===== src/rtl/mem_arbiter_pkg.sv =====
// mem_arbiter_pkg
// Shared definitions for the two-port memory arbiter: FSM state encoding,
// port-index constants, wait-counter width and a small one-hot helper.
// No ports; imported by the interface, the arbiter top and rr_arb2.
package mem_arbiter_pkg;

   // Arbiter FSM states; the encoding is fixed so it can be probed externally
   typedef enum logic [1:0] {
      IDLE   = 2'd0,
      ACCESS = 2'd1,
      RESP   = 2'd2
   } arbState_t;

   // Port indices used for the last-grant pointer and one-hot vectors
   localparam logic PORT0 = 1'b0;
   localparam logic PORT1 = 1'b1;

   // Wait counter is wide enough for the largest legal timeout (255)
   localparam int CNT_W = 8;

   // One-hot vector selecting a single port
   function automatic logic [1:0] portMask(input logic port);
      return (port == PORT1) ? 2'b10 : 2'b01;
   endfunction

endpackage


===== src/rtl/mem_arbiter_if.sv =====
// mem_arbiter_if
// Bundles every handshake and memory-bus signal of the arbiter.
//   Requester side : iReq0/1, iWe0/1, iAddr0/1, iWData0/1 in;
//                    oAck0/1, oErr0/1, oRData, oBusy out
//   Memory side    : oMemRead, oMemWrite, oMemAddr, oMemWData out;
//                    iMemReady, iMemRData in
// Modport slave is the arbiter's view; modport master is the view of
// whatever drives the requests and plays the memory.
interface mem_arbiter_if #(
   parameter int DATA_W = 32,
   parameter int ADDR_W = 32
);
   import mem_arbiter_pkg::*;

   logic              iReq0;
   logic              iReq1;
   logic              iWe0;
   logic              iWe1;
   logic [ADDR_W-1:0] iAddr0;
   logic [ADDR_W-1:0] iAddr1;
   logic [DATA_W-1:0] iWData0;
   logic [DATA_W-1:0] iWData1;
   logic              oAck0;
   logic              oAck1;
   logic              oErr0;
   logic              oErr1;
   logic [DATA_W-1:0] oRData;
   logic              oMemRead;
   logic              oMemWrite;
   logic [ADDR_W-1:0] oMemAddr;
   logic [DATA_W-1:0] oMemWData;
   logic              iMemReady;
   logic [DATA_W-1:0] iMemRData;
   logic              oBusy;

   modport slave (
      input  iReq0, iReq1, iWe0, iWe1, iAddr0, iAddr1, iWData0, iWData1,
      input  iMemReady, iMemRData,
      output oAck0, oAck1, oErr0, oErr1, oRData, oBusy,
      output oMemRead, oMemWrite, oMemAddr, oMemWData
   );

   modport master (
      output iReq0, iReq1, iWe0, iWe1, iAddr0, iAddr1, iWData0, iWData1,
      output iMemReady, iMemRData,
      input  oAck0, oAck1, oErr0, oErr1, oRData, oBusy,
      input  oMemRead, oMemWrite, oMemAddr, oMemWData
   );

endinterface


===== src/rtl/mem_arbiter_rr_arb2.sv =====
// rr_arb2
// Two-input round-robin grant selection (purely combinational).
//   req_i       : request from port 0 (bit 0) and port 1 (bit 1)
//   lastGrant_i : port that was granted most recently
//   grant_o     : one-hot grant, all zero when nobody requests
module rr_arb2
   import mem_arbiter_pkg::*;
(
   input  logic [1:0] req_i,
   input  logic       lastGrant_i,
   output logic [1:0] grant_o
);

   // A lone requester always wins; on contention the port that was not
   // granted last is favoured so the two ports alternate.
   always_comb begin
      grant_o = 2'b00;
      if (req_i[PORT0] && req_i[PORT1]) begin
         grant_o = portMask(~lastGrant_i);
      end else if (req_i[PORT0]) begin
         grant_o = portMask(PORT0);
      end else if (req_i[PORT1]) begin
         grant_o = portMask(PORT1);
      end
   end

endmodule


===== src/rtl/mem_arbiter.sv =====
// mem_arbiter
// Arbitrates two requesters (port 0: CPU control, port 1: DMA/debug) onto
// one single-access memory bus with a bounded wait for memory ready.
//   iCLK, iRST : clock and synchronous active-high reset
//   bus        : mem_arbiter_if.slave carrying both request ports, the
//                per-port ack/err pulses, read data, busy and the memory bus
// Parameters: DATA_W, ADDR_W bus widths; TIMEOUT (1..255) is the number of
// ACCESS cycles allowed before the access is aborted with an error.
module mem_arbiter
   import mem_arbiter_pkg::*;
#(
   parameter int DATA_W  = 32,
   parameter int ADDR_W  = 32,
   parameter int TIMEOUT = 15
) (
   input logic      iCLK,
   input logic      iRST,
   mem_arbiter_if.slave bus
);

   // The counter starts at 0 on the first ACCESS cycle, so the access is
   // out of time on the cycle where it holds TIMEOUT-1 (i.e. it would reach
   // TIMEOUT on the next increment). Ready on that same cycle still wins.
   localparam logic [CNT_W-1:0] LAST_WAIT = CNT_W'(TIMEOUT - 1);

   arbState_t         state_q;
   logic              lastGrant_q;
   logic              port_q;
   logic              we_q;
   logic [CNT_W-1:0]  waitCnt_q;
   logic [ADDR_W-1:0] addr_q;
   logic [DATA_W-1:0] wData_q;
   logic [DATA_W-1:0] rData_q;
   logic              memRead_q;
   logic              memWrite_q;
   logic [1:0]        ack_q;
   logic [1:0]        err_q;

   logic [1:0]        grant_d;
   logic              grantPort_d;
   logic              grantWe_d;
   logic [ADDR_W-1:0] grantAddr_d;
   logic [DATA_W-1:0] grantWData_d;

   rr_arb2 uArb (
      .req_i       ({bus.iReq1, bus.iReq0}),
      .lastGrant_i (lastGrant_q),
      .grant_o     (grant_d)
   );

   // Select the signals of whichever port the arbiter is granting so the
   // FSM can latch them in a single step.
   always_comb begin
      grantPort_d  = grant_d[PORT1];
      grantWe_d    = bus.iWe0;
      grantAddr_d  = bus.iAddr0;
      grantWData_d = bus.iWData0;
      if (grantPort_d == PORT1) begin
         grantWe_d    = bus.iWe1;
         grantAddr_d  = bus.iAddr1;
         grantWData_d = bus.iWData1;
      end
   end

   // Main FSM. All outputs are registers so iMemReady never reaches an
   // output combinationally. Strobes rise on the grant edge and fall on the
   // edge that leaves ACCESS; the ack/err pulse lives for the RESP cycle
   // only, and RESP always returns to IDLE to leave a one-cycle bus gap.
   always_ff @(posedge iCLK) begin
      if (iRST) begin
         state_q     <= IDLE;
         lastGrant_q <= PORT1;
         port_q      <= PORT0;
         we_q        <= 1'b0;
         waitCnt_q   <= '0;
         addr_q      <= '0;
         wData_q     <= '0;
         rData_q     <= '0;
         memRead_q   <= 1'b0;
         memWrite_q  <= 1'b0;
         ack_q       <= 2'b00;
         err_q       <= 2'b00;
      end else begin
         case (state_q)
            IDLE: begin
               if (grant_d != 2'b00) begin
                  port_q      <= grantPort_d;
                  lastGrant_q <= grantPort_d;
                  we_q        <= grantWe_d;
                  addr_q      <= grantAddr_d;
                  wData_q     <= grantWData_d;
                  memRead_q   <= ~grantWe_d;
                  memWrite_q  <= grantWe_d;
                  waitCnt_q   <= '0;
                  state_q     <= ACCESS;
               end
            end
            ACCESS: begin
               if (bus.iMemReady) begin
                  memRead_q  <= 1'b0;
                  memWrite_q <= 1'b0;
                  rData_q    <= we_q ? '0 : bus.iMemRData;
                  ack_q      <= portMask(port_q);
                  err_q      <= 2'b00;
                  state_q    <= RESP;
               end else if (waitCnt_q == LAST_WAIT) begin
                  memRead_q  <= 1'b0;
                  memWrite_q <= 1'b0;
                  rData_q    <= '0;
                  ack_q      <= portMask(port_q);
                  err_q      <= portMask(port_q);
                  state_q    <= RESP;
               end else begin
                  waitCnt_q <= waitCnt_q + 1'b1;
               end
            end
            RESP: begin
               ack_q   <= 2'b00;
               err_q   <= 2'b00;
               rData_q <= '0;
               state_q <= IDLE;
            end
            default: begin
               memRead_q  <= 1'b0;
               memWrite_q <= 1'b0;
               ack_q      <= 2'b00;
               err_q      <= 2'b00;
               rData_q    <= '0;
               state_q    <= IDLE;
            end
         endcase
      end
   end

   // Drive the interface straight from the registers
   always_comb begin
      bus.oAck0     = ack_q[PORT0];
      bus.oAck1     = ack_q[PORT1];
      bus.oErr0     = err_q[PORT0];
      bus.oErr1     = err_q[PORT1];
      bus.oRData    = rData_q;
      bus.oMemRead  = memRead_q;
      bus.oMemWrite = memWrite_q;
      bus.oMemAddr  = addr_q;
      bus.oMemWData = wData_q;
      bus.oBusy     = (state_q != IDLE);
   end

endmodule


===== src/flat_wrapper.sv =====
// flat-port wrapper written by rule: the top's interface ports become plain ports
module mem_arbiter_flat import mem_arbiter_pkg::*;
#(
   parameter int DATA_W  = 32,
   parameter int ADDR_W  = 32,
   parameter int TIMEOUT = 15
)
  (iCLK, iRST, bus_iReq0, bus_iReq1, bus_iWe0, bus_iWe1, bus_iAddr0, bus_iAddr1, bus_iWData0, bus_iWData1, bus_iMemReady, bus_iMemRData, bus_oAck0, bus_oAck1, bus_oErr0, bus_oErr1, bus_oRData, bus_oBusy, bus_oMemRead, bus_oMemWrite, bus_oMemAddr, bus_oMemWData);
  mem_arbiter_if #(.DATA_W(DATA_W), .ADDR_W(ADDR_W)) bus_i ();
  input logic iCLK;
  input logic iRST;
  input wire logic [$bits(bus_i.iReq0)-1:0] bus_iReq0;
  input wire logic [$bits(bus_i.iReq1)-1:0] bus_iReq1;
  input wire logic [$bits(bus_i.iWe0)-1:0] bus_iWe0;
  input wire logic [$bits(bus_i.iWe1)-1:0] bus_iWe1;
  input wire logic [$bits(bus_i.iAddr0)-1:0] bus_iAddr0;
  input wire logic [$bits(bus_i.iAddr1)-1:0] bus_iAddr1;
  input wire logic [$bits(bus_i.iWData0)-1:0] bus_iWData0;
  input wire logic [$bits(bus_i.iWData1)-1:0] bus_iWData1;
  input wire logic [$bits(bus_i.iMemReady)-1:0] bus_iMemReady;
  input wire logic [$bits(bus_i.iMemRData)-1:0] bus_iMemRData;
  output wire logic [$bits(bus_i.oAck0)-1:0] bus_oAck0;
  output wire logic [$bits(bus_i.oAck1)-1:0] bus_oAck1;
  output wire logic [$bits(bus_i.oErr0)-1:0] bus_oErr0;
  output wire logic [$bits(bus_i.oErr1)-1:0] bus_oErr1;
  output wire logic [$bits(bus_i.oRData)-1:0] bus_oRData;
  output wire logic [$bits(bus_i.oBusy)-1:0] bus_oBusy;
  output wire logic [$bits(bus_i.oMemRead)-1:0] bus_oMemRead;
  output wire logic [$bits(bus_i.oMemWrite)-1:0] bus_oMemWrite;
  output wire logic [$bits(bus_i.oMemAddr)-1:0] bus_oMemAddr;
  output wire logic [$bits(bus_i.oMemWData)-1:0] bus_oMemWData;
  assign bus_i.iReq0 = bus_iReq0;
  assign bus_i.iReq1 = bus_iReq1;
  assign bus_i.iWe0 = bus_iWe0;
  assign bus_i.iWe1 = bus_iWe1;
  assign bus_i.iAddr0 = bus_iAddr0;
  assign bus_i.iAddr1 = bus_iAddr1;
  assign bus_i.iWData0 = bus_iWData0;
  assign bus_i.iWData1 = bus_iWData1;
  assign bus_i.iMemReady = bus_iMemReady;
  assign bus_i.iMemRData = bus_iMemRData;
  assign bus_oAck0 = bus_i.oAck0;
  assign bus_oAck1 = bus_i.oAck1;
  assign bus_oErr0 = bus_i.oErr0;
  assign bus_oErr1 = bus_i.oErr1;
  assign bus_oRData = bus_i.oRData;
  assign bus_oBusy = bus_i.oBusy;
  assign bus_oMemRead = bus_i.oMemRead;
  assign bus_oMemWrite = bus_i.oMemWrite;
  assign bus_oMemAddr = bus_i.oMemAddr;
  assign bus_oMemWData = bus_i.oMemWData;
  mem_arbiter #(.DATA_W(DATA_W), .ADDR_W(ADDR_W), .TIMEOUT(TIMEOUT)) u_core (.iCLK(iCLK), .iRST(iRST), .bus(bus_i));
endmodule

===== config.mk =====
export PLATFORM = sky130hd
export DESIGN_NAME = mem_arbiter_flat
export DESIGN_NICKNAME = d
export VERILOG_FILES = /design/src/rtl/mem_arbiter_pkg.sv /design/src/rtl/mem_arbiter_if.sv /design/src/rtl/mem_arbiter_rr_arb2.sv /design/src/rtl/mem_arbiter.sv /design/src/flat_wrapper.sv
export SDC_FILE = /design/constraint.sdc
export NUM_CORES = 1
export LEC_CHECK = 0
export ABC_CLOCK_PERIOD_IN_PS = 1730
export BUFFER_PORTS_ARGS = -buffer_cell sky130_fd_sc_hd__buf_4
export CAP_MARGIN = 30
export CORE_MARGIN = 1.5
export CORE_UTILIZATION = 40
export DETAILED_ROUTE_END_ITERATION = 10
export PLACE_DENSITY = 0.75
export SLEW_MARGIN = 20
export SYNTH_ARGS = -nofsm -noshare
export SYNTH_HDL_FRONTEND = slang
export SYNTH_SLANG_ARGS = --single-unit

===== constraint.sdc =====
create_clock -name iCLK -period 1.73 [get_ports iCLK]
set_input_delay 0.173 -clock iCLK [delete_from_list [all_inputs] [get_ports iCLK]]
set_output_delay 0.173 -clock iCLK [all_outputs]
set_load 0.05 [all_outputs]

### Yosys cells after proc, flatten, opt, wreduce, memory -nomap -nowiden

Cells that the tools add are included.

| storage, ports and cells | value |
|---|---|
| register bits | 115 |
| input port bits | 167 |
| logic and storage cells | 64 |

| operators by class | value |
|---|---|
| $add $sub $neg | 1 |
| equal/unequal tests | 7 |
| multiplexer cells | 31 |
| bitwise gates (word level) | 3 |
| reduce and logical (&&, ||, !) cells | 10 |

Operators by type and width:

| operator | number |
|---|---|
| 32-bit two-way mux | 5 |
| 32-bit one-hot mux with 2 select lines | 1 |
| 8-bit two-way mux | 3 |
| 2-bit two-way mux | 11 |
| 8-bit one-hot mux with 2 select lines | 1 |
| 2-bit one-hot mux with 2 select lines | 3 |
| 8-bit by 1-bit adder with 8-bit output (second input constant) | 1 |
| 8-bit by 4-bit equality test with 1-bit output (second input constant) | 1 |
| 1-bit one-hot mux with 3 select lines | 2 |
| 2-bit AND reduction | 3 |
| 2-bit nonzero test | 3 |
| 1-bit two-way mux | 5 |
| 2-bit inequality test (second input constant) | 2 |
| 4-bit AND reduction | 1 |
| 3-bit by 2-bit inequality test with 1-bit output (second input constant) | 1 |
| 1-bit inverter | 3 |
| 3-bit AND reduction | 1 |
| 2-bit by 1-bit equality test with 1-bit output (second input constant) | 1 |
| 2-bit equality test (second input constant) | 1 |
| 2-bit logical NOT | 1 |
| 2-bit by 1-bit inequality test with 1-bit output (second input constant) | 1 |
| 1-bit logical AND | 1 |

### Logic depth before layout (Yosys ltp)

| logic depth | value |
|---|---|
| depth after elaboration | 7 |
| depth in mapped cells | 7 |

### By module

A second synthesis with hierarchy kept.

| second synthesis, totals | value |
|---|---|
| cells, all modules | 469 |
| area total of the unflattened synthesis | 4,699.5 µm² |

Modules (own cells, without submodules):

| module | times used | cells each | area each (µm²) | seq. area each (µm²) |
|---|---|---|---|---|
| mem_arbiter | 1 | 466 | 4,680.7 | 2,302.2 |
| rr_arb2 | 1 | 3 | 18.8 | 0.0 |

### Least setup slack after synthesis

No wires, ideal clock.

| path | value |
|---|---|
| path kind | register -> register |
| start | reg u_core.state_q[0] |
| end | reg u_core.waitCnt_q[5] |
| setup time | 86 ps |
| data arrival time | 1,605 ps |
| required time | 1,644 ps |
| slack | 38 ps |
| cell stages (with the launch flop) | 6 |
| buffers on the path | 0 |
| clock period less this slack | 1,692 ps |
| cells stage by stage | dfxtp_1 > nor2_4 > inv_2 > o2111a_2 > or3_1 > a221oi_2 |

| between the ends | value |
|---|---|
| longest elaborated chain between the ends | 3 |

RTL lines:

| element | RTL line | RTL |
|---|---|---|
| start: declaration | mem_arbiter.sv:26 | `arbState_t state_q;` |
| start signal: assignment | mem_arbiter.sv:71 | `state_q <= IDLE;` |
| start signal: assignment | mem_arbiter.sv:95 | `state_q <= ACCESS;` |
| start signal: assignment | mem_arbiter.sv:105 | `state_q <= RESP;` |
| 2-bit by 1-bit equality test with 1-bit output / 2-bit logical NOT (equally long branches) | mem_arbiter.sv:84 | `case (state_q)` |
| 2-bit inequality test (no source line), or another cell as far along | - |  |
| 4-bit AND reduction (no source line) | - |  |
| end signal: assignment | mem_arbiter.sv:114 | `waitCnt_q <= waitCnt_q + 1'b1;` |
| end: declaration | mem_arbiter.sv:30 | `logic [CNT_W-1:0] waitCnt_q;` |

Parallel ways exist; a longest one is shown, timed or not.
A chain may end at the register's enable or synchronous reset.

### Worst setup path after layout

| path | value |
|---|---|
| start | reg u_core.waitCnt_q[0] |
| end | reg u_core.rData_q[30] (netlist: u_core.bus.oRData[30]) |

| between the ends | value |
|---|---|
| longest elaborated chain between the ends | 3 |

RTL lines:

| element | RTL line | RTL |
|---|---|---|
| 8-bit by 4-bit equality test with 1-bit output | mem_arbiter.sv:106 | `end else if (waitCnt_q == LAST_WAIT) begin` |
| 3-bit by 2-bit inequality test with 1-bit output (no source line) | - |  |
| 2-bit AND reduction (no source line) | - |  |
| end signal: assignment | mem_arbiter.sv:102 | `rData_q <= we_q ? '0 : bus.iMemRData;` |
| end: declaration | mem_arbiter.sv:33 | `logic [DATA_W-1:0] rData_q;` |

Every way passes these cells.

==> impl_metrics.csv <==
group,metric,value,unit
status,outcome,"complete, no violations",
sta,relSlewSlack,62.5,%
worst_setup_path,rr_startpoint,"u_core.waitCnt_q[0]",
final_layout,nFillCells,814,
floorplanning,start_util,41.2,%
routing,wl_per_cell,17.0,um
sta,period_share,96.1,%
worst_hold_path,hold_depth,3,
worst_hold_path,min_from,"bus_iReq1",
yosys,yosys-top-cells-area,"dfxtp_1 (49%), mux2i_1 (14%), a211oi_1 (10%)",
power,leakagePower,0.00365,uW
placed_design,place_area,7000,sq um
routing,drtPass1Iterations,4,
sta,hold_violations,0,
cts,cts-buffers-inserted,17,
floorplanning,core,11500,sq um
global_route,grt_max_degree,37,
flow_run,max_cap_viol_count,0,
cts,clk_latency,420,ps
yosys,synthesis.nets,628,
power,switching_share,30.7,%
worst_setup_path,endpoint_kind,"register",
routing,vias,4768,
floorplanning,ioPinCount,270,
yosys,ys_seq_area_share,48.7,%
power,p_clk_share,39.6,%
cts,ctsLongestPathBuffers,2,
global_route,grt-ovfl-total,0,
final_layout,layout-drive-gt1-share,47.4,%
power,powerDensity,1100,nW/um^2
sta,finalClockSkew,12.7,ps
yosys,yosys.cell_count.top_type,"dfxtp_1",
routing,viasPerCell,5.18,
worst_setup_path,r2r_cells,7,
cts,cts.sinks,115,
cts,htree_levels,4,
routing,drt_wl_total,15600,um
yosys,synthArstFlopShare,0,%
worst_setup_path,worstPathArrival,2010,ps
worst_hold_path,min_to,"u_core.lastGrant_q",
cts,tritoncts,"done",
cts,path_clk_slew,50,ps
cts,cts-root-buf,"clkbuf_16",
placed_design,hpwl,10700,um
yosys,avgSynthCellArea,10.3,sq um
final_layout,final_area,8010,sq um
worst_setup_path,cp.required,2070,ps
floorplanning,die_area,12500,sq um
yosys,syn_area,4730,sq um
sta,fin_hold_ws,101,ps
power,ir_drop,0.000907,V
sta,min_period,1660,ps
final_layout,multi_input_area,2280,sq um
global_route,grt_usage,24.2,%
worst_setup_path,critPathLaunchType,"register",
yosys,ys.warnings.count,0,
power,power,8810,uW
yosys,ys.flop_type,"dfxtp_1",
worst_setup_path,r2r_end,"u_core.bus.oRData[30]",
yosys,post-synth-top-area-cell,"dfxtp_1",
routing,route.detailed.drc,0,
yosys,synth_enable_flop_cells,0,
yosys,ys_types,49,
worst_setup_path,crit_path_max_fanout,18,
worst_hold_path,worstHoldPathType,"in -> reg",
global_route,antenna_found_initial,0,
final_layout,final_nets,935,
yosys,synth_top_area_share,48.7,%
sta,drv_slew,0,
sta,fmax,601,MHz
yosys,ys_seq_elements,115,
floorplanning,die_x,112,um
final_layout,num_antenna_cells,0,
sta,worst_slew_pin_slew,562,ps
placed_design,gp_routability_congestion,0.813,
global_route,grt_pass1_vias,4736,
worst_setup_path,r2r_setup_slack,70,ps
placed_design,numPortBuffers,269,
final_layout,register_area,2310,sq um
power,pwr-share-comb,26.1,%
sta,setup_tns,0,ps
power,p_seq_share,34.2,%
routing,antenna_left,0,
worst_setup_path,worstSetupPathType,"reg -> reg",
sta,setup_violations,0,
floorplanning,rows,39,
routing,dr.first_iter.drc_count,254,
yosys,synthCells,459,
final_layout,area_delta_synth_final,69.4,%
floorplanning,fp.dieH,112,um
global_route,grt_pass1_wl,23600,um
power,internal-power,6110,uW
power,p_switching,2700,uW
yosys,synthTopCellsByCount,"dfxtp_1 (115), nor2_1 (73), a211oi_1 (65), mux2i_1 (65), a22o_2 (28)",
## routing by layer
metal  up-vias  global-route usage (%)  wire (um)
met5         -                       0          0
li1       2338                       -          -
met1      2172                    26.1       5880
met2       227                    44.1       8330
met4         0                    11.7        410
met3        31                    5.82       1010
## worst max-delay path, cell delays in order (launching register included)
cell and delay (ps):
dfxtp_2 360, inv_1 70, ha_2 210, a31o_4 270
a211oi_4 220, buf_4 160, buf_12 150, a22o_1 170
## placed cells by master, fill, tap and decap left out, types with 4 or more instances in the layout
master	Yosys	final
and3_1	4	4
clkbuf_16	0	18
clkinv_2	0	6
buf_12	0	7
a22o_2	28	28
dfxtp_2	0	4
inv_1	4	4
nor3_1	6	6
nor2_1	73	72
dlygate4sd3_1	0	33
buf_4	1	283
o21ai_0	7	7
a21oi_1	7	7
dfxtp_1	115	111
a22o_1	6	6
a211oi_1	65	65
mux2i_1	65	65
## worst max path at each step
stage,depth (start not counted),endpoint,startpoint
6_report,7,u_core.bus.oRData[30],u_core.waitCnt_q[0]
5_1_grt,7,u_core.bus.oRData[30],u_core.waitCnt_q[0]
4_1_cts,6,u_core.bus.oRData[9],u_core.waitCnt_q[0]
3_5_place_dp,4,u_core.waitCnt_q[5],u_core.state_q[1]
3_3_place_gp,4,u_core.waitCnt_q[5],u_core.state_q[1]
2_1_floorplan,5,u_core.waitCnt_q[5],u_core.state_q[0]
## final cells by class
cell class	instances	share of cell area, %
well taps	143	2.23
clock buffers	20	5.70
repair buffers	325	32.9
inverters	5	0.234
multi-input cells	302	28.5
clock inverters	11	1.69
flip-flops and latches	115	28.8
## power groups by stage
stage,clock network [uW],registers [uW],logic [uW]
3_5_place_dp,0,3060,2210
3_3_place_gp,0,3050,2170
2_1_floorplan,0,3770,621
6_report,3490,3020,2300
4_1_cts,3530,3010,2270
5_1_grt,3670,3040,2420
## cells by family after synthesis
| family | after synthesis | synth area share, % |
|---|---|---|
| adder cells (fa/ha/maj) | 2 | 0.529 |
| flip-flops | 115 | 48.7 |
| buffers and inverters | 42 | 4.24 |
| AO/OA/AOI/OAI | 133 | 22.8 |
| AND/OR/NAND/NOR | 102 | 9.98 |
| multiplexers | 65 | 13.8 |
## flip-flops by register name, indices dropped and copies added (netlist names)
register / cells
u_core.ack_q: 2
u_core.bus.oMemAddr: 32
u_core.bus.oMemRead: 1
u_core.bus.oMemWData: 32
u_core.bus.oMemWrite: 1
u_core.bus.oRData: 32
u_core.err_q: 2
u_core.lastGrant_q: 1
u_core.port_q: 1
u_core.state_q: 2
u_core.waitCnt_q: 8
u_core.we_q: 1
## per-stage QoR
stage	instances	utilization (%)	worst slack, ps
3_5_place_dp	853	61.0	8.91
5_1_grt	921	69.8	-19.2
3_3_place_gp	853	61.0	68.9
4_1_cts	917	69.1	12.6
6_report	921	69.8	66.9
2_1_floorplan	459	-	38.3
## timing repair
action | CTS | global route
endpoints found under the setup margin | 1 | 81
pin swaps | 0 | 4
hold buffers | 33 | 0
gates resized for setup | 1 | 7
buffers inserted | 0 | 2
gates cloned | 0 | 2
hold endpoints to repair | 34 | 0
Note: power is estimated with default switching activity, not from simulation.
